`src/rtl/frame_gen_if.sv`:
```
// ---------------------------------------------------------------------------
// frame_gen_if
// Pixel write bus between the test-pattern generator and the TX FIFO.
//
//   fifo_wr_en  master->slave  write strobe, one pixel per asserted cycle
//   fifo_full   slave->master  FIFO cannot accept a write this cycle
//   y_dout      master->slave  [10:0] line number of the offered pixel
//   x_dout      master->slave  [1:0]  {last pixel of line, first pixel of line}
//   dout1       master->slave  [7:0]  {half-line marker, line number[6:0]}
//   dout2       master->slave  [7:0]  pixel index low byte
// ---------------------------------------------------------------------------
interface frame_gen_if;
   logic        fifo_wr_en;
   logic        fifo_full;
   logic [10:0] y_dout;
   logic [1:0]  x_dout;
   logic [7:0]  dout1;
   logic [7:0]  dout2;

   modport master (
      output fifo_wr_en, y_dout, x_dout, dout1, dout2,
      input  fifo_full
   );

   modport slave (
      input  fifo_wr_en, y_dout, x_dout, dout1, dout2,
      output fifo_full
   );
endinterface

```
`src/rtl/frame_gen.sv`:
```
// ---------------------------------------------------------------------------
// frame_gen
// Transmit-side test-pattern source. Streams an H_ACTIVE x V_ACTIVE frame
// into the TX FIFO, one pixel per write, followed by H_BLANK idle cycles per
// line. A one-cycle inject_err pulse flips the half-line marker of a later
// written pixel so the receive-side checker's error counter can be exercised.
//
// Ports:
//   clk125m     in   sole clock
//   reset       in   asynchronous active-low reset
//   enable      in   level; start / keep generating frames
//   inject_err  in   one-cycle pulse; corrupt the marker of a following pixel
//   frame_cnt   out  [7:0] completed frames, wraps
//   busy        out  generator is not idle
//   tx          frame_gen_if.master, FIFO write bus (fifo_wr_en is the only
//               combinational output; all pixel fields are registered)
// ---------------------------------------------------------------------------
module frame_gen #(
   parameter int H_ACTIVE = 1280,
   parameter int V_ACTIVE = 720,
   parameter int H_SPLIT  = 640,
   parameter int H_BLANK  = 16
) (
   input  logic        clk125m,
   input  logic        reset,
   input  logic        enable,
   input  logic        inject_err,
   output logic [7:0]  frame_cnt,
   output logic        busy,
   frame_gen_if.master tx
);

   localparam logic [10:0] PIX_LAST   = 11'(H_ACTIVE - 1);
   localparam logic [10:0] LINE_LAST  = 11'(V_ACTIVE - 1);
   localparam logic [10:0] PIX_SPLIT  = 11'(H_SPLIT);
   localparam int          BW         = (H_BLANK > 1) ? $clog2(H_BLANK) : 1;
   localparam logic [BW-1:0] BLANK_LAST = BW'((H_BLANK > 0) ? (H_BLANK - 1) : 0);

   typedef enum logic [1:0] {IDLE, ACTIVE, HBLANK} state_t;

   state_t        state_reg, state_next;
   logic [10:0]   pcnt_reg, pcnt_next;
   logic [10:0]   ycnt_reg, ycnt_next;
   logic [BW-1:0] bcnt_reg, bcnt_next;
   logic [7:0]    frame_cnt_reg, frame_cnt_next;
   logic          err_pend_reg, err_pend_next;
   logic          err_mark_reg, err_mark_next;
   logic          busy_reg;
   logic [10:0]   y_dout_reg;
   logic [1:0]    x_dout_reg;
   logic [7:0]    dout1_reg;
   logic [7:0]    dout2_reg;
   logic          rst_sync_reg;
   logic          wr_en;
   logic          load;
   logic          line_done;

   // Assertion reaches every register immediately through this flop's
   // asynchronous clear; release is retimed by one edge so the rest of the
   // design leaves reset cleanly on the following edge.
   always_ff @(posedge clk125m or negedge reset) begin
      if (!reset) rst_sync_reg <= 1'b0;
      else        rst_sync_reg <= 1'b1;
   end

   assign wr_en         = (state_reg == ACTIVE) && !tx.fifo_full;
   assign tx.fifo_wr_en = wr_en;
   assign tx.y_dout     = y_dout_reg;
   assign tx.x_dout     = x_dout_reg;
   assign tx.dout1      = dout1_reg;
   assign tx.dout2      = dout2_reg;
   assign frame_cnt     = frame_cnt_reg;
   assign busy          = busy_reg;

   // Next-state and counter logic. 'load' marks an edge on which a new pixel
   // becomes the offered one, so the registered outputs must be refreshed.
   always_comb begin
      state_next     = state_reg;
      pcnt_next      = pcnt_reg;
      ycnt_next      = ycnt_reg;
      bcnt_next      = bcnt_reg;
      frame_cnt_next = frame_cnt_reg;
      load           = 1'b0;
      line_done      = 1'b0;
      case (state_reg)
         IDLE: begin
            if (enable) begin
               state_next = ACTIVE;
               pcnt_next  = '0;
               ycnt_next  = '0;
               load       = 1'b1;
            end
         end
         ACTIVE: begin
            if (wr_en) begin
               if (pcnt_reg == PIX_LAST) begin
                  if (H_BLANK == 0) begin
                     line_done = 1'b1;
                  end else begin
                     state_next = HBLANK;
                     bcnt_next  = '0;
                  end
               end else begin
                  pcnt_next = pcnt_reg + 11'd1;
                  load      = 1'b1;
               end
            end
         end
         HBLANK: begin
            if (bcnt_reg == BLANK_LAST) line_done = 1'b1;
            else                        bcnt_next = bcnt_reg + BW'(1);
         end
         default: state_next = IDLE;
      endcase

      if (line_done) begin
         pcnt_next = '0;
         if (ycnt_reg == LINE_LAST) begin
            ycnt_next      = '0;
            frame_cnt_next = frame_cnt_reg + 8'd1;
            if (enable) begin
               state_next = ACTIVE;
               load       = 1'b1;
            end else begin
               state_next = IDLE;
            end
         end else begin
            ycnt_next  = ycnt_reg + 11'd1;
            state_next = ACTIVE;
            load       = 1'b1;
         end
      end
   end

   // err_pend stays set from the pulse until the corrupted pixel is written.
   // err_mark tags the currently offered pixel as the corrupted one; the
   // corruption is bound to the next pixel loaded after the pulse, so a pulse
   // coinciding with a write lands on the following pixel.
   always_comb begin
      err_pend_next = (wr_en && err_mark_reg) ? 1'b0 : (err_pend_reg | inject_err);
      err_mark_next = err_mark_reg;
      if (load)       err_mark_next = err_pend_next;
      else if (wr_en) err_mark_next = 1'b0;
   end

   always_ff @(posedge clk125m or negedge rst_sync_reg) begin
      if (!rst_sync_reg) begin
         state_reg     <= IDLE;
         pcnt_reg      <= '0;
         ycnt_reg      <= '0;
         bcnt_reg      <= '0;
         frame_cnt_reg <= '0;
         err_pend_reg  <= 1'b0;
         err_mark_reg  <= 1'b0;
         busy_reg      <= 1'b0;
         y_dout_reg    <= '0;
         x_dout_reg    <= '0;
         dout1_reg     <= '0;
         dout2_reg     <= '0;
      end else begin
         state_reg     <= state_next;
         pcnt_reg      <= pcnt_next;
         ycnt_reg      <= ycnt_next;
         bcnt_reg      <= bcnt_next;
         frame_cnt_reg <= frame_cnt_next;
         err_pend_reg  <= err_pend_next;
         err_mark_reg  <= err_mark_next;
         busy_reg      <= (state_next != IDLE);
         if (load) begin
            y_dout_reg <= ycnt_next;
            x_dout_reg <= {pcnt_next == PIX_LAST, pcnt_next == 11'd0};
            dout1_reg  <= {(pcnt_next >= PIX_SPLIT) ^ err_pend_next, ycnt_next[6:0]};
            dout2_reg  <= pcnt_next[7:0];
         end
      end
   end

endmodule
```
`src/flat_wrapper.sv`:
```
// flat-port wrapper written by rule: the top's interface ports become plain ports
module frame_gen_flat 
#(
   parameter int H_ACTIVE = 1280,
   parameter int V_ACTIVE = 720,
   parameter int H_SPLIT  = 640,
   parameter int H_BLANK  = 16
)
  (clk125m, reset, enable, inject_err, frame_cnt, busy, tx_fifo_wr_en, tx_y_dout, tx_x_dout, tx_dout1, tx_dout2, tx_fifo_full);
  frame_gen_if tx_i ();
  input  logic clk125m;
  input  logic reset;
  input  logic enable;
  input  logic inject_err;
  output logic [7:0] frame_cnt;
  output logic busy;
  output wire logic [$bits(tx_i.fifo_wr_en)-1:0] tx_fifo_wr_en;
  output wire logic [$bits(tx_i.y_dout)-1:0] tx_y_dout;
  output wire logic [$bits(tx_i.x_dout)-1:0] tx_x_dout;
  output wire logic [$bits(tx_i.dout1)-1:0] tx_dout1;
  output wire logic [$bits(tx_i.dout2)-1:0] tx_dout2;
  input wire logic [$bits(tx_i.fifo_full)-1:0] tx_fifo_full;
  assign tx_fifo_wr_en = tx_i.fifo_wr_en;
  assign tx_y_dout = tx_i.y_dout;
  assign tx_x_dout = tx_i.x_dout;
  assign tx_dout1 = tx_i.dout1;
  assign tx_dout2 = tx_i.dout2;
  assign tx_i.fifo_full = tx_fifo_full;
  frame_gen #(.H_ACTIVE(H_ACTIVE), .V_ACTIVE(V_ACTIVE), .H_SPLIT(H_SPLIT), .H_BLANK(H_BLANK)) u_core (.clk125m(clk125m), .reset(reset), .enable(enable), .inject_err(inject_err), .frame_cnt(frame_cnt), .busy(busy), .tx(tx_i));
endmodule
```
`config.mk`:
```
export PLATFORM = sky130hd
export DESIGN_NAME = frame_gen_flat
export DESIGN_NICKNAME = d
export VERILOG_FILES = /design/src/rtl/frame_gen_if.sv /design/src/rtl/frame_gen.sv /design/src/flat_wrapper.sv
export SDC_FILE = /design/constraint.sdc
export NUM_CORES = 1
export LEC_CHECK = 0
export ABC_AREA = 1
export CAP_MARGIN = 20
export CORE_MARGIN = 5
export CORE_UTILIZATION = 40
export DETAILED_ROUTE_END_ITERATION = 10
export REMOVE_ABC_BUFFERS = 1
export SLEW_MARGIN = 20
export SYNTH_ARGS = -nofsm -noshare
export SYNTH_HDL_FRONTEND = slang
export SYNTH_SLANG_ARGS = --single-unit
```
`constraint.sdc`:
```
create_clock -name clk125m -period 1.86 [get_ports clk125m]
set_input_delay 0.186 -clock clk125m [delete_from_list [all_inputs] [get_ports clk125m]]
set_output_delay 0.186 -clock clk125m [all_outputs]
set_load 0.01 [all_outputs]
```
=== Yosys cells after proc, flatten, opt, wreduce, memory -nomap -nowiden ===
Cells that the tools add are included.

* Add/subtract/negate cells: 4
* $mul: 0
* Div/mod/pow operators: 0
* Magnitude comparators: 1
* Eq/ne operators: 9
* Shifts and indexed selects: 0
* Mux-type cells: 32
* Bitwise gates (word level): 2
* Reductions and logical operators: 10

{| class="wikitable"
|+ Operators with widths
! cell !! count
|-
| 11-bit two-way mux || 8
|-
| 11-bit by 1-bit adder with 11-bit output (second input constant) || 2
|-
| 11-bit == test (second input constant) || 2
|-
| 11-bit one-hot mux with 2 select lines || 1
|-
| 1-bit two-way mux || 13
|-
| 4-bit two-way mux || 3
|-
| 11-bit by 10-bit == test with 1-bit output (second input constant) || 1
|-
| 11-bit by 10-bit >= comparator with 1-bit output (second input constant) || 1
|-
| 11-bit logical NOT || 1
|-
| 8-bit by 1-bit adder with 8-bit output (second input constant) || 1
|-
| 2-bit two-way mux || 4
|-
| 4-bit one-hot mux with 2 select lines || 1
|-
| 2-bit one-hot mux with 3 select lines || 1
|-
| 2-bit nonzero test || 3
|-
| 4-bit by 1-bit adder with 4-bit output (second input constant) || 1
|-
| 4-bit == test (second input constant) || 1
|-
| 2-bit != test (second input constant) || 2
|-
| 4-bit AND reduction || 1
|-
| 2-bit by 1-bit == test with 1-bit output (second input constant) || 1
|-
| 2-bit == test (second input constant) || 1
|-
| 1-bit logical AND || 2
|-
| 2-bit logical NOT || 1
|-
| 2-bit by 1-bit != test with 1-bit output (second input constant) || 1
|-
| 1-bit one-hot mux with 2 select lines || 1
|-
| other kinds (4) || 4
|}

* Register bits: 69
* Bits in latches: 0
* Memory bits (writable): 0
* Memory bits (read-only): 0
* Input port bits: 5
* Output and inout port bits: 39
* Word-level logic and storage cells: 71
* Memories: 0

=== Longest topological paths before layout ===
Gate-level depths: netlist (run 1).

* Depth in word-level cells: 8
* Depth in mapped cells: 13
* Depth with buffers taken out: 13

=== Worst setup path after synthesis (run 1) ===
Ideal clock, no wire load.

* Path type: flip-flop to flip-flop
* Start: reg u_core.ycnt_reg[0]
* End: reg u_core.dout1_reg[7] (netlist: u_core.tx.dout1[7])
* Setup time: 0.124 ns
* Data arrival time: 1.589 ns
* Data required time: 1.736 ns
* Path slack: 0.147 ns
* Cell stages (with the launch flop): 12
* Path buffers: 1
* Clock period less this slack: 1.713 ns
* Cell sequence: dfrtp_1 -> ha_1 -> nand3_2 -> nor3_1 -> nand2_1 -> nand2_1 -> nand2_2 -> inv_2 -> buf_6 -> nor2_1 -> nand3_1 -> nand3_1

* Cells in the longest elaborated chain, start to end: 3

{| class="wikitable"
|+ Ends and longest elaborated chain
! element !! line !! RTL
|-
| start: declaration || frame_gen.sv:43 || <nowiki>logic [10:0] ycnt_reg, ycnt_next;</nowiki>
|-
| start signal: assignment || frame_gen.sv:163 || <nowiki>ycnt_reg <= ycnt_next;</nowiki>
|-
| 11-bit by 10-bit == test with 1-bit output || frame_gen.sv:118 || <nowiki>if (ycnt_reg == LINE_LAST) begin</nowiki>
|-
| 1-bit two-way mux || frame_gen.sv:118 ||
|-
| 1-bit two-way mux || frame_gen.sv:116 || <nowiki>if (line_done) begin</nowiki>
|-
| end signal: assignment || frame_gen.sv:172 || <nowiki>dout1_reg <= {(pcnt_next >= PIX_SPLIT) ^ err_pend_next, ycnt_next[6:0]};</nowiki>
|-
| end: declaration || frame_gen.sv:51 || <nowiki>logic [7:0] dout1_reg;</nowiki>
|}

Every way passes these cells.
A chain may end at the register's enable or synchronous reset.

=== Final worst setup path (run 1) ===
* Start: reg u_core.pcnt_reg[1]
* End: reg u_core.x_dout_reg[1] (netlist: u_core.tx.x_dout[1])

* Elaborated cells between the ends (all ways): 14
* Classes of those cells: add/sub (1); eq/ne (2); mux (11)

{| class="wikitable"
|+ RTL lines
! element !! line !! RTL
|-
| start: declaration || frame_gen.sv:42 || <nowiki>logic [10:0] pcnt_reg, pcnt_next;</nowiki>
|-
| start signal: assignment || frame_gen.sv:162 || <nowiki>pcnt_reg <= pcnt_next;</nowiki>
|-
| 11-bit by 1-bit adder with 11-bit output or 11-bit == test (tied branches) || frame_gen.sv:104, frame_gen.sv:96 ||
|-
| 11-bit two-way mux * || frame_gen.sv:96 || <nowiki>if (pcnt_reg == PIX_LAST) begin</nowiki>
|-
| 11-bit two-way mux * || frame_gen.sv:95 || <nowiki>if (wr_en) begin</nowiki>
|-
| 11-bit one-hot mux with 2 select lines * || frame_gen.sv:85 || <nowiki>case (state_reg)</nowiki>
|-
| 11-bit two-way mux * || frame_gen.sv:116 ||
|-
| named net u_core.pcnt_next[2] || frame_gen.sv:42 ||
|-
| 11-bit == test * || frame_gen.sv:171 || <nowiki>x_dout_reg <= {pcnt_next == PIX_LAST, pcnt_next == 11'd0};</nowiki>
|-
| end signal: assignment || frame_gen.sv:171 ||
|-
| end: declaration || frame_gen.sv:50 || <nowiki>logic [1:0] x_dout_reg;</nowiki>
|}

The timed path passes the listed nets; every way through them passes the cells marked *.

==> results of run 1 <==
cells by family after synthesis:
group / share of synthesized area
flip-flops: 0.476
AO/OA/AOI/OAI: 0.0740
adder cells (fa/ha/maj): 0.0153
other: 0.00115
multiplexers: 0.00345
buffers and inverters: 0.0978
XOR/XNOR: 0.0349
AND/OR/NAND/NOR: 0.298
cell usage after synthesis (3+ instances only):
library cell and instances:
a21oi_1 10, a31oi_1 4, buf_2 3, buf_4 10
dfrtp_1 62, ha_1 4, inv_1 49, inv_2 6
nand2_1 106, nand2_2 4, nand3_1 39, nand3_2 4
nand4_1 14, nor2_1 30, nor2_2 4, nor3_1 4
nor4_1 3, o21ai_0 12, o21ai_1 3, o22ai_1 7
xnor2_1 3, xor2_1 10
worst reg2reg max path: stages (launching register included):
cell and delay (ns):
dfrtp_1 0.40, ha_2 0.21, nand2_2 0.07, nor2_4 0.14
nand3_2 0.16, buf_6 0.18, nand4_1 0.08, nand3_2 0.13
inv_1 0.09, nand2_1 0.05, nor2_1 0.10, nand3_1 0.09
nand2_1 0.07
area by class of cell:
cell class | count | area (sq um)
clock buffers | 13 | 149
multi-input cells | 273 | 1570
inverters | 55 | 209
well taps | 105 | 131
repair buffers | 85 | 791
clock inverters | 3 | 67.6
fillers | 792 | 3630
flip-flops and latches | 62 | 1550
repair_timing:
| item | in CTS | in global routing |
|---|---|---|
| endpoints found under the hold margin | 1 | 0 |
| hold buffers | 1 | 0 |
| cloned | 0 | 0 |
| buffers inserted | 0 | 6 |
| setup endpoints to repair | 2 | 26 |
| pin swaps | 0 | 21 |
| resized for setup | 3 | 51 |
power breakdown:
part | switching (mW) | internal (mW)
logic | 0.518 | 0.435
clock network | 0.512 | 0.793
registers | 0.139 | 1.50
metrics by stage:
| stage | instance area, sq um | std cells | utilization |
|---|---|---|---|
| 2_1_floorplan | 3150 | 390 | - |
| 3_3_place_gp | 4000 | 573 | 0.494 |
| 3_5_place_dp | 4000 | 573 | 0.494 |
| 4_1_cts | 4230 | 590 | 0.523 |
| 5_1_grt | 4470 | 596 | 0.552 |
| 6_report | 4470 | 596 | 0.552 |
worst max path at each step:
stage / end / depth (start not counted)
detailed placement: u_core.tx.x_dout[1]$_DFFE_PN0P_ / 12
global route: u_core.tx.x_dout[1]$_DFFE_PN0P_ / 12
floorplan: u_core.tx.dout1[7]$_DFFE_PN0P_ / 10
CTS: u_core.tx.x_dout[0]$_DFFE_PN0P_ / 14
finish: u_core.tx.x_dout[1]$_DFFE_PN0P_ / 12
global placement: u_core.tx.x_dout[0]$_DFFE_PN0P_ / 12
metal layers:
metal | vias to the layer above | global-route usage | share of wire
li1 | 1469 | - | -
met4 | 0 | 0.0663 | 0.019
met1 | 1412 | 0.231 | 0.49
met2 | 59 | 0.240 | 0.45
met5 | - | 0 | 0
met3 | 12 | 0.0347 | 0.042
==> summary.md, run 1 <==
| Metric | Value |
|---|---|
| Endpoint of the worst-slack reg-to-reg timing path | u_core.tx.x_dout[1]$_DFFE_PN0P_ |
| # clock sinks | 62 |
| # H-tree levels | 3 |
| Cell count after synthesis | a little over 400 |
| Number of distinct library cells after synthesis | 33 |
| Kind of critical path | flop to flop |
| Number of buffers on the longest clock path | 2 |
| Die X | around 100 um |
| Num CTS Buffers | 9 |
| Vias per Instance | 4.95 |
| Core Area | around 8100 sq um |
| Cells traversed along the worst timing path | ha_2 -> nand2_2 -> nor2_4 -> nand3_2 -> buf_6 -> nand4_1 -> nand3_2 -> inv_1 -> nand2_1 -> nor2_1 -> nand3_1 -> nand2_1 |
| Detailed Route Iter0 Violations | approximately 170 |
| Global route overflow | 0 |
| Antenna violation net count after detailed routing | 0 |
| Yosys warning total | 0 |
| Buffer type at the clock tree root | clkbuf_8 |
| Number of remaining DRC errors | 0 |
| Sum of net half-perimeters after detailed placement | around 5700 um |
| Final estimated routing congestion in global placement | ~0.84 |
| Fraction of final layout cells with drive strength greater than 1 | 0.234 |
| Class of the tightest hold or removal check | flop to asynchronous set/reset pin |
| Synth Cell Area | 3260 sq um |
| Data arrival at the endpoint of the critical path | ~2.1 ns |
| Detailed Routing Iterations Pass 1 | 4 |
| Worst hold margin | 0.276 ns |
| Status | finished, final reports clean |
| Ranking of synthesized cells by area | dfrtp_1 (48%), nand2_1 (12%), nand3_1 (6.0%) |
| Number of max-cap violations | 0 |
| Number of max-slew violations in the final report | 0 |
| Placement-stage worst setup slack | -0.0881 ns |
| Share of the clock period used by the worst path | 0.988 |
| Global-route wire length before repair | roughly 13000 um |
| I/O Buffers | 43 |
| Origin of the critical flop-to-flop path | u_core.pcnt_reg[1]$_DFF_PN0_ |
| Wire length per cell | 13.4 um |
| CP endpoint kind | flop |
| Maximum resistive drop on vdd | ~0.00033 V |
| CP max stage cell | dfrtp_1 |
| Timing startpoint of the critical path | u_core.pcnt_reg[1]$_DFF_PN0_ |
| Power Density | between 800 and 900 nW/um^2 |
| Proportion of synthesized chip area in sequential cells | 0.476 |
| RSZ-0062 raised after global routing | true |
| Clock tree from TritonCTS | done |
| Final Critical Period | around 1.8 ns |
| P&R area growth vs syn | 36.9% |
| Register bit count reported by yosys | 62 |
| Overall fraction of global-route tracks in use | 0.162 |
| Synth Area per Inst | around 8 sq um |
| Worst endpoint required time | roughly 2.1 ns |
| Max Clock Freq | 544 MHz |
| Initial antenna violation count | 0 |
| Final routed wirelength across all metal layers | approximately 8000 um |
| EDFF count, synth | 0 |
| Via count of the first global-routing pass | between 2000 and 3000 |
| Depth of the worst register-to-register path | 12 |
| Die Outline Area | between 10000 and 15000 sq um |
| Number of nets in the layout | roughly 500 |
| Most used cells in the layout excluding fill and tap cells | nand2_1 (97), dfrtp_1 (61), inv_1 (47) |
| Total leakage power | roughly 2.2 nW |
| Most common flop cell mapped by yosys | dfrtp_1 |
| Largest stage delay, worst path | approximately 0.40 ns |
| Vias post-DR | 2952 |
| IO Count | 44 |
| Proportion of register bits with asynchronous set or reset after synthesis | 1.00 |
| Least setup slack across all paths after layout | ~0.023 ns |
| Pin count of the biggest net entering global routing | 62 |
| Insertion delay to the later sink of the worst-skew pair | 0.34 ns |
| Clock skew after layout | ~0.007 ns |
| Total Negative Setup Slacks | 0 ns |
| R2R setup slack | 0.02 ns |
| Power Total | just under 4 mW |
| Critical Path Start Type | flop |
| Largest fanout on the critical path | 7 |
| Clock input transition at the sequential cells of the worst setup and hold paths | 0.07 ns |
| Most common cell after layout, fill and taps aside | nand2_1 |
| Die span in y | between 100 and 150 um |
| Row count | 33 |
| Diodes inserted | 0 |
| Category of cells accounting for the largest share of critical-path delay | simple AND/OR/NAND/NOR gates |
| Share of the synthesized area in the top cell type | 0.476 |
| Final setup violation count | 0 |
| Final hold violations | 0 |
| Leading area contributor after synthesis | dfrtp_1 |
| Worst path buffer plus inverter count | 2 |
| Initial cell density of the core | 0.403 |
(Power assumes the default switching activity.)
==> run 2: changes to the inputs <==
Settings changed: SKIP_CTS_REPAIR_TIMING set to 1.
==> summary.md, run 2 (synthesis gave the netlist of run 1 again) <==
| Metric | Value |
|---|---|
| Share of the core filled with cells in the final layout | 0.553 |
| Final estimated routing congestion in global placement | about 0.84 |
| Via count of the first global-routing pass | roughly 2800 |
| Final setup violation count | 0 |
| Largest fanout on the critical path | 6 |
| # H-tree levels | 3 |
| Row count | 33 |
| Die span in y | between 100 and 150 um |
| Maximum resistive drop on vdd | approximately 0.00033 V |
| Initial cell density of the core | 0.403 |
| Power Total | between 3 and 4 mW |
| Detailed Routing Iterations Pass 1 | 4 |
| Clock tree from TritonCTS | done |
| Most common cell after layout, fill and taps aside | nand2_1 |
| Num CTS Buffers | 9 |
| Worst endpoint required time | roughly 2.1 ns |
| Final hold violations | 0 |
| Clock input transition at the sequential cells of the worst setup and hold paths | roughly 0.070 ns |
| Buffer type at the clock tree root | clkbuf_8 |
| Largest stage delay, worst path | ~0.40 ns |
| Data arrival at the endpoint of the critical path | about 2.1 ns |
| Global-route wire length before repair | 13000 um |
| Fraction of final layout cells with drive strength greater than 1 | 0.232 |
| Number of max-cap violations | 0 |
| Final routed wirelength across all metal layers | slightly below 8000 um |
| Power Density | between 800 and 900 nW/um^2 |
| IO Count | 44 |
| Antenna violation net count after detailed routing | 0 |
| Share of the clock period used by the worst path | 0.997 |
| Most used cells in the layout excluding fill and tap cells | nand2_1 (96), dfrtp_1 (61), inv_1 (47) |
| Core Area | between 8000 and 9000 sq um |
| P&R area growth vs syn | 37.2% |
| Insertion delay to the later sink of the worst-skew pair | 0.34 ns |
| RSZ-0062 raised after global routing | true |
| Die X | between 100 and 150 um |
| Max Clock Freq | 539 MHz |
| Final Critical Period | 1.85 ns |
| Number of remaining DRC errors | 0 |
| Kind of critical path | flop to flop |
| Diodes inserted | 0 |
| Critical Path Start Type | flop |
| # clock sinks | 62 |
| Initial antenna violation count | 0 |
| Die Outline Area | between 10000 and 15000 sq um |
| I/O Buffers | 43 |
| Total leakage power | about 2.2 nW |
| CP max stage cell | dfrtp_1 |
| Fill cells | about 790 |
| Cells traversed along the worst timing path | ha_2 -> nand2_2 -> nor2_4 -> nand3_2 -> nand2_4 -> inv_1 -> nand4_1 -> nand2_1 -> nor2_1 -> nor2_1 -> nand3_1 -> nand2_1 |
| Status | finished, final reports clean |
| CP endpoint kind | flop |
| Finished Layout Cells | 597 |
| Wire length per cell | between 10 and 15 um |
| Sum of net half-perimeters after detailed placement | ~5700 um |
| Overall fraction of global-route tracks in use | 0.162 |
| Global route overflow | 0 |
| Detailed Route Iter0 Violations | about 180 |
| Worst hold margin | about 0.28 ns |
| Class of the tightest hold or removal check | flop to asynchronous set/reset pin |
| Number of nets in the layout | approximately 500 |
| Pin count of the biggest net entering global routing | between 60 and 70 |
| Clock skew after layout | roughly 0.0075 ns |
| Total Negative Setup Slacks | 0 ns |
| Vias per Instance | between 4 and 5 |
| Number of buffers on the longest clock path | 2 |
| Vias post-DR | roughly 3000 |
| Post-Place Cells | about 570 |
| Number of max-slew violations in the final report | 0 |
run 2: layer usage:
| layer | global-route usage | vias to the layer above | routed length [um] |
|---|---|---|---|
| met3 | 0.0347 | 11 | 289 |
| met5 | 0 | - | 0 |
| met4 | 0.0663 | 0 | 142 |
| li1 | - | 1475 | - |
| met2 | 0.237 | 48 | 3630 |
| met1 | 0.232 | 1416 | 3880 |
run 2: worst paths after layout:
check | slack [ns] | start | cells past startpoint | endpoint
worst max-delay path | 0.005 | u_core.pcnt_reg[1]$_DFF_PN0_ | 12 | u_core.tx.x_dout[0]$_DFFE_PN0P_
worst min-delay path | 0.28 | u_core.rst_sync_reg$_DFF_PN0_ | 1 | u_core.tx.dout1[2]$_DFFE_PN0P_
worst max register to register | 0.005 | u_core.pcnt_reg[1]$_DFF_PN0_ | 12 | u_core.tx.x_dout[0]$_DFFE_PN0P_
worst min register to register | 0.28 | u_core.rst_sync_reg$_DFF_PN0_ | 1 | u_core.tx.dout1[2]$_DFFE_PN0P_
max in group asynchronous | 1.21 | reset | 2 | u_core.rst_sync_reg$_DFF_PN0_
min in group clk125m | 0.48 | u_core.tx.y_dout[9]$_DFFE_PN0P_ | 2 | u_core.tx.y_dout[9]$_DFFE_PN0P_
run 2: where the power goes:
part           total (mW)  switching [mW]  internal [mW]
combinational       0.939           0.510          0.429
sequential           1.64           0.139           1.50
clock                1.30           0.507          0.793
run 2: worst max-delay path, delay by kind of cell, from the launching register on:
kind,cells,cell delay [ns]
adder cells (fa/ha/maj),1,0.21
buffers and inverters,1,0.07
flip-flops,1,0.40
AND/OR/NAND/NOR,10,1.07
run 2: area by class of cell:
class                           instances  area [sq um]  area share
Multi-Input combinational cell        273          1570       0.350
Sequential cell                        62          1550       0.347
Timing Repair Buffer                   86           802       0.179
Inverter                               55           209      0.0467
Clock buffer                           13           149      0.0333
Tap cell                              105           131      0.0293
Clock inverter                          3          67.6      0.0151
run 2: through the flow:
| step | cell area [sq um] | worst slack (ns) |
|---|---|---|
| 2_1_floorplan | 3150 | -0.211 |
| 3_3_place_gp | 4000 | -0.0413 |
| 3_5_place_dp | 4000 | -0.0881 |
| 4_1_cts | 4220 | -0.177 |
| 5_1_grt | 4480 | -0.128 |
| 6_report | 4480 | 0.00543 |
==> run 3: changes to the inputs <==
Clock period 1.86 ns to 1.6 ns, I/O delays scaled along.
==> summary.md, run 3 (synthesis gave the netlist of run 1 again) <==
| Metric | Value |
|---|---|
| Status | finished with violations |
| Failing checks | setup timing |
| Largest fanout on the critical path | 3 |
| Vias post-DR | roughly 3200 |
| Origin of the critical flop-to-flop path | u_core.pcnt_reg[0]$_DFF_PN0_ |
| Worst slew pin tran | between 0.5 and 0.6 ns |
| Combinational fraction of design power | 0.319 |
| Most common cell after layout, fill and taps aside | nand2_1 |
| Finished Layout Cells | between 600 and 700 |
| Die span in y | between 100 and 150 um |
| Most used cells in the layout excluding fill and tap cells | nand2_1 (73), buf_4 (70), dfrtp_1 (60) |
| Initial cell density of the core | 0.403 |
| Final setup violation count | 34 |
| Total leakage power | between 2 and 3 nW |
| Clock input transition at the sequential cells of the worst setup and hold paths | around 0.07 ns |
| Least setup slack across all paths after layout | -0.179 ns |
| Detailed Routing Iterations Pass 1 | 4 |
| R2R setup slack | -0.18 ns |
| Worst endpoint required time | 1.89 ns |
| Final Critical Period | roughly 1.8 ns |
| Net Switching | around 1.5 mW |
| Clock skew after layout | 0.0122 ns |
| Total Negative Setup Slacks | -2.39 ns |
| Antenna violation net count after detailed routing | 0 |
| Post-Place Cells | 614 |
| Reg power frac | 0.413 |
| Diodes inserted | 0 |
| Fraction of final layout cells with drive strength greater than 1 | 0.400 |
| Die Outline Area | a little over 10000 sq um |
| Share of the clock period used by the worst path | 1.11 |
| Wire length per cell | approximately 14 um |
| P&R area growth vs syn | 59.0% |
| Core Area | approximately 8000 sq um |
| Die X | roughly 100 um |
| Final hold violations | 0 |
| Depth of the worst register-to-register path | 12 |
| Number of max-cap violations | 0 |
| Share of the core filled with cells in the final layout | 0.641 |
| Num CTS Buffers | 9 |
| Maximum resistive drop on vdd | about 0.00041 V |
| I/O Buffers | 43 |
| Final estimated routing congestion in global placement | around 0.87 |
| Met3 routed WL | between 300 and 400 um |
| Buffer type at the clock tree root | clkbuf_8 |
| Overall fraction of global-route tracks in use | 0.171 |
| Detailed Route Iter0 Violations | 179 |
| Max Used Layer | met4 |
| Row count | 33 |
| Class of the tightest hold or removal check | flop to asynchronous set/reset pin |
| Data arrival at the endpoint of the critical path | between 2 and 2.5 ns |
| Area occupied by multi-input gates | ~1800 sq um |
| Number of nets in the layout | approximately 550 |
| Final routed wirelength across all metal layers | ~8900 um |
| Sum of net half-perimeters after detailed placement | around 6300 um |
| Fill cells | 690 |
| Number of max-slew violations in the final report | 0 |
| Area occupied by registers | 1550 sq um |
| Vias per Instance | between 4 and 5 |
| Critical Path Start Type | flop |
| Kind of critical path | flop to flop |
| Normalized max-slew margin | 0.665 |
| IO Count | 44 |
| Global route overflow | 0 |
| # H-tree levels | 3 |
| Met2 Wirelength | between 4000 and 5000 um |
| RSZ-0062 raised after global routing | true |
| Pin count of the biggest net entering global routing | 27 |
| Endpoint of the worst-slack reg-to-reg timing path | u_core.tx.x_dout[1]$_DFFE_PN0P_ |
| Clock tree from TritonCTS | done |
| Internal power | approximately 3.1 mW |
| Global-route wire length before repair | 13800 um |
| # clock sinks | between 60 and 70 |
| Switching Share | 0.321 |
| Number of buffers on the longest clock path | 2 |
| Max Clock Freq | 562 MHz |
| Initial antenna violation count | 0 |
| Placed cell areas | 4320 sq um |
| Number of remaining DRC errors | 0 |
| Wire length on met1 | around 4200 um |
| Power Density | 875 nW/um^2 |
| Post-route cell area | slightly above 5000 sq um |
| Insertion delay to the later sink of the worst-skew pair | roughly 0.35 ns |
| CP endpoint kind | flop |
| Clock share of power | 0.268 |
| Via count of the first global-routing pass | 2970 |
## run 3: cell type report
type | count | share of cell area
clock buffer | 13 | 0.0287
clock inverter | 3 | 0.00410
inverter | 55 | 0.0427
multi-input combinational | 273 | 0.350
sequential | 62 | 0.300
tap | 105 | 0.0253
timing repair buffer | 136 | 0.249
## run 3: worst max path at each step
stage	endpoint	depth (start not counted)	startpoint	slack [ns]
after CTS	tx_fifo_wr_en	5	u_core.state_reg[1]$_DFF_PN0_	-0.39
after global placement	u_core.tx.x_dout[1]$_DFFE_PN0P_	12	tx_fifo_full	-0.27
after global routing	u_core.tx.x_dout[1]$_DFFE_PN0P_	12	u_core.pcnt_reg[1]$_DFF_PN0_	-0.31
after detailed placement	u_core.tx.x_dout[1]$_DFFE_PN0P_	12	tx_fifo_full	-0.35
after floorplan	u_core.tx.dout1[7]$_DFFE_PN0P_	10	u_core.pcnt_reg[0]$_DFF_PN0_	-0.47
final	u_core.tx.x_dout[1]$_DFFE_PN0P_	12	u_core.pcnt_reg[0]$_DFF_PN0_	-0.18
## run 3: routing by layer
metal | up-vias | track usage
met5 | - | 0
li1 | 1568 | -
met1 | 1539 | 0.247
met4 | 0 | 0.0705
met2 | 54 | 0.251
met3 | 10 | 0.0306
## run 3: power by group through the flow
stage	Clock, mW	Sequential (mW)	Combinational [mW]
after floorplan	0	1.96	0.458
after global routing	1.33	1.90	1.59
after detailed placement	0	1.88	1.21
final	1.22	1.88	1.45
after CTS	1.25	1.86	1.22
after global placement	0	1.88	1.20
## run 3: per-stage QoR
stage          power, mW  setup slack (ns)  hold slack (ns)
6_report            4.54            -0.179            0.239
4_1_cts             4.32            -0.386          -0.0658
3_5_place_dp        3.10            -0.353            0.260
2_1_floorplan       2.42            -0.471           -0.136
3_3_place_gp        3.08            -0.275            0.243
5_1_grt             4.82            -0.313            0.281
## run 3: worst max-delay path, stage by stage (launching register included)
cell,delay (ns)
dfrtp_1,0.36
ha_2,0.20
nand2_2,0.06
nor2_4,0.16
buf_6,0.13
nand4_1,0.13
nand2_2,0.17
nor2_2,0.05
nor2_2,0.13
nand3_2,0.08
nor2_2,0.11
nand3_1,0.07
nand2_1,0.07
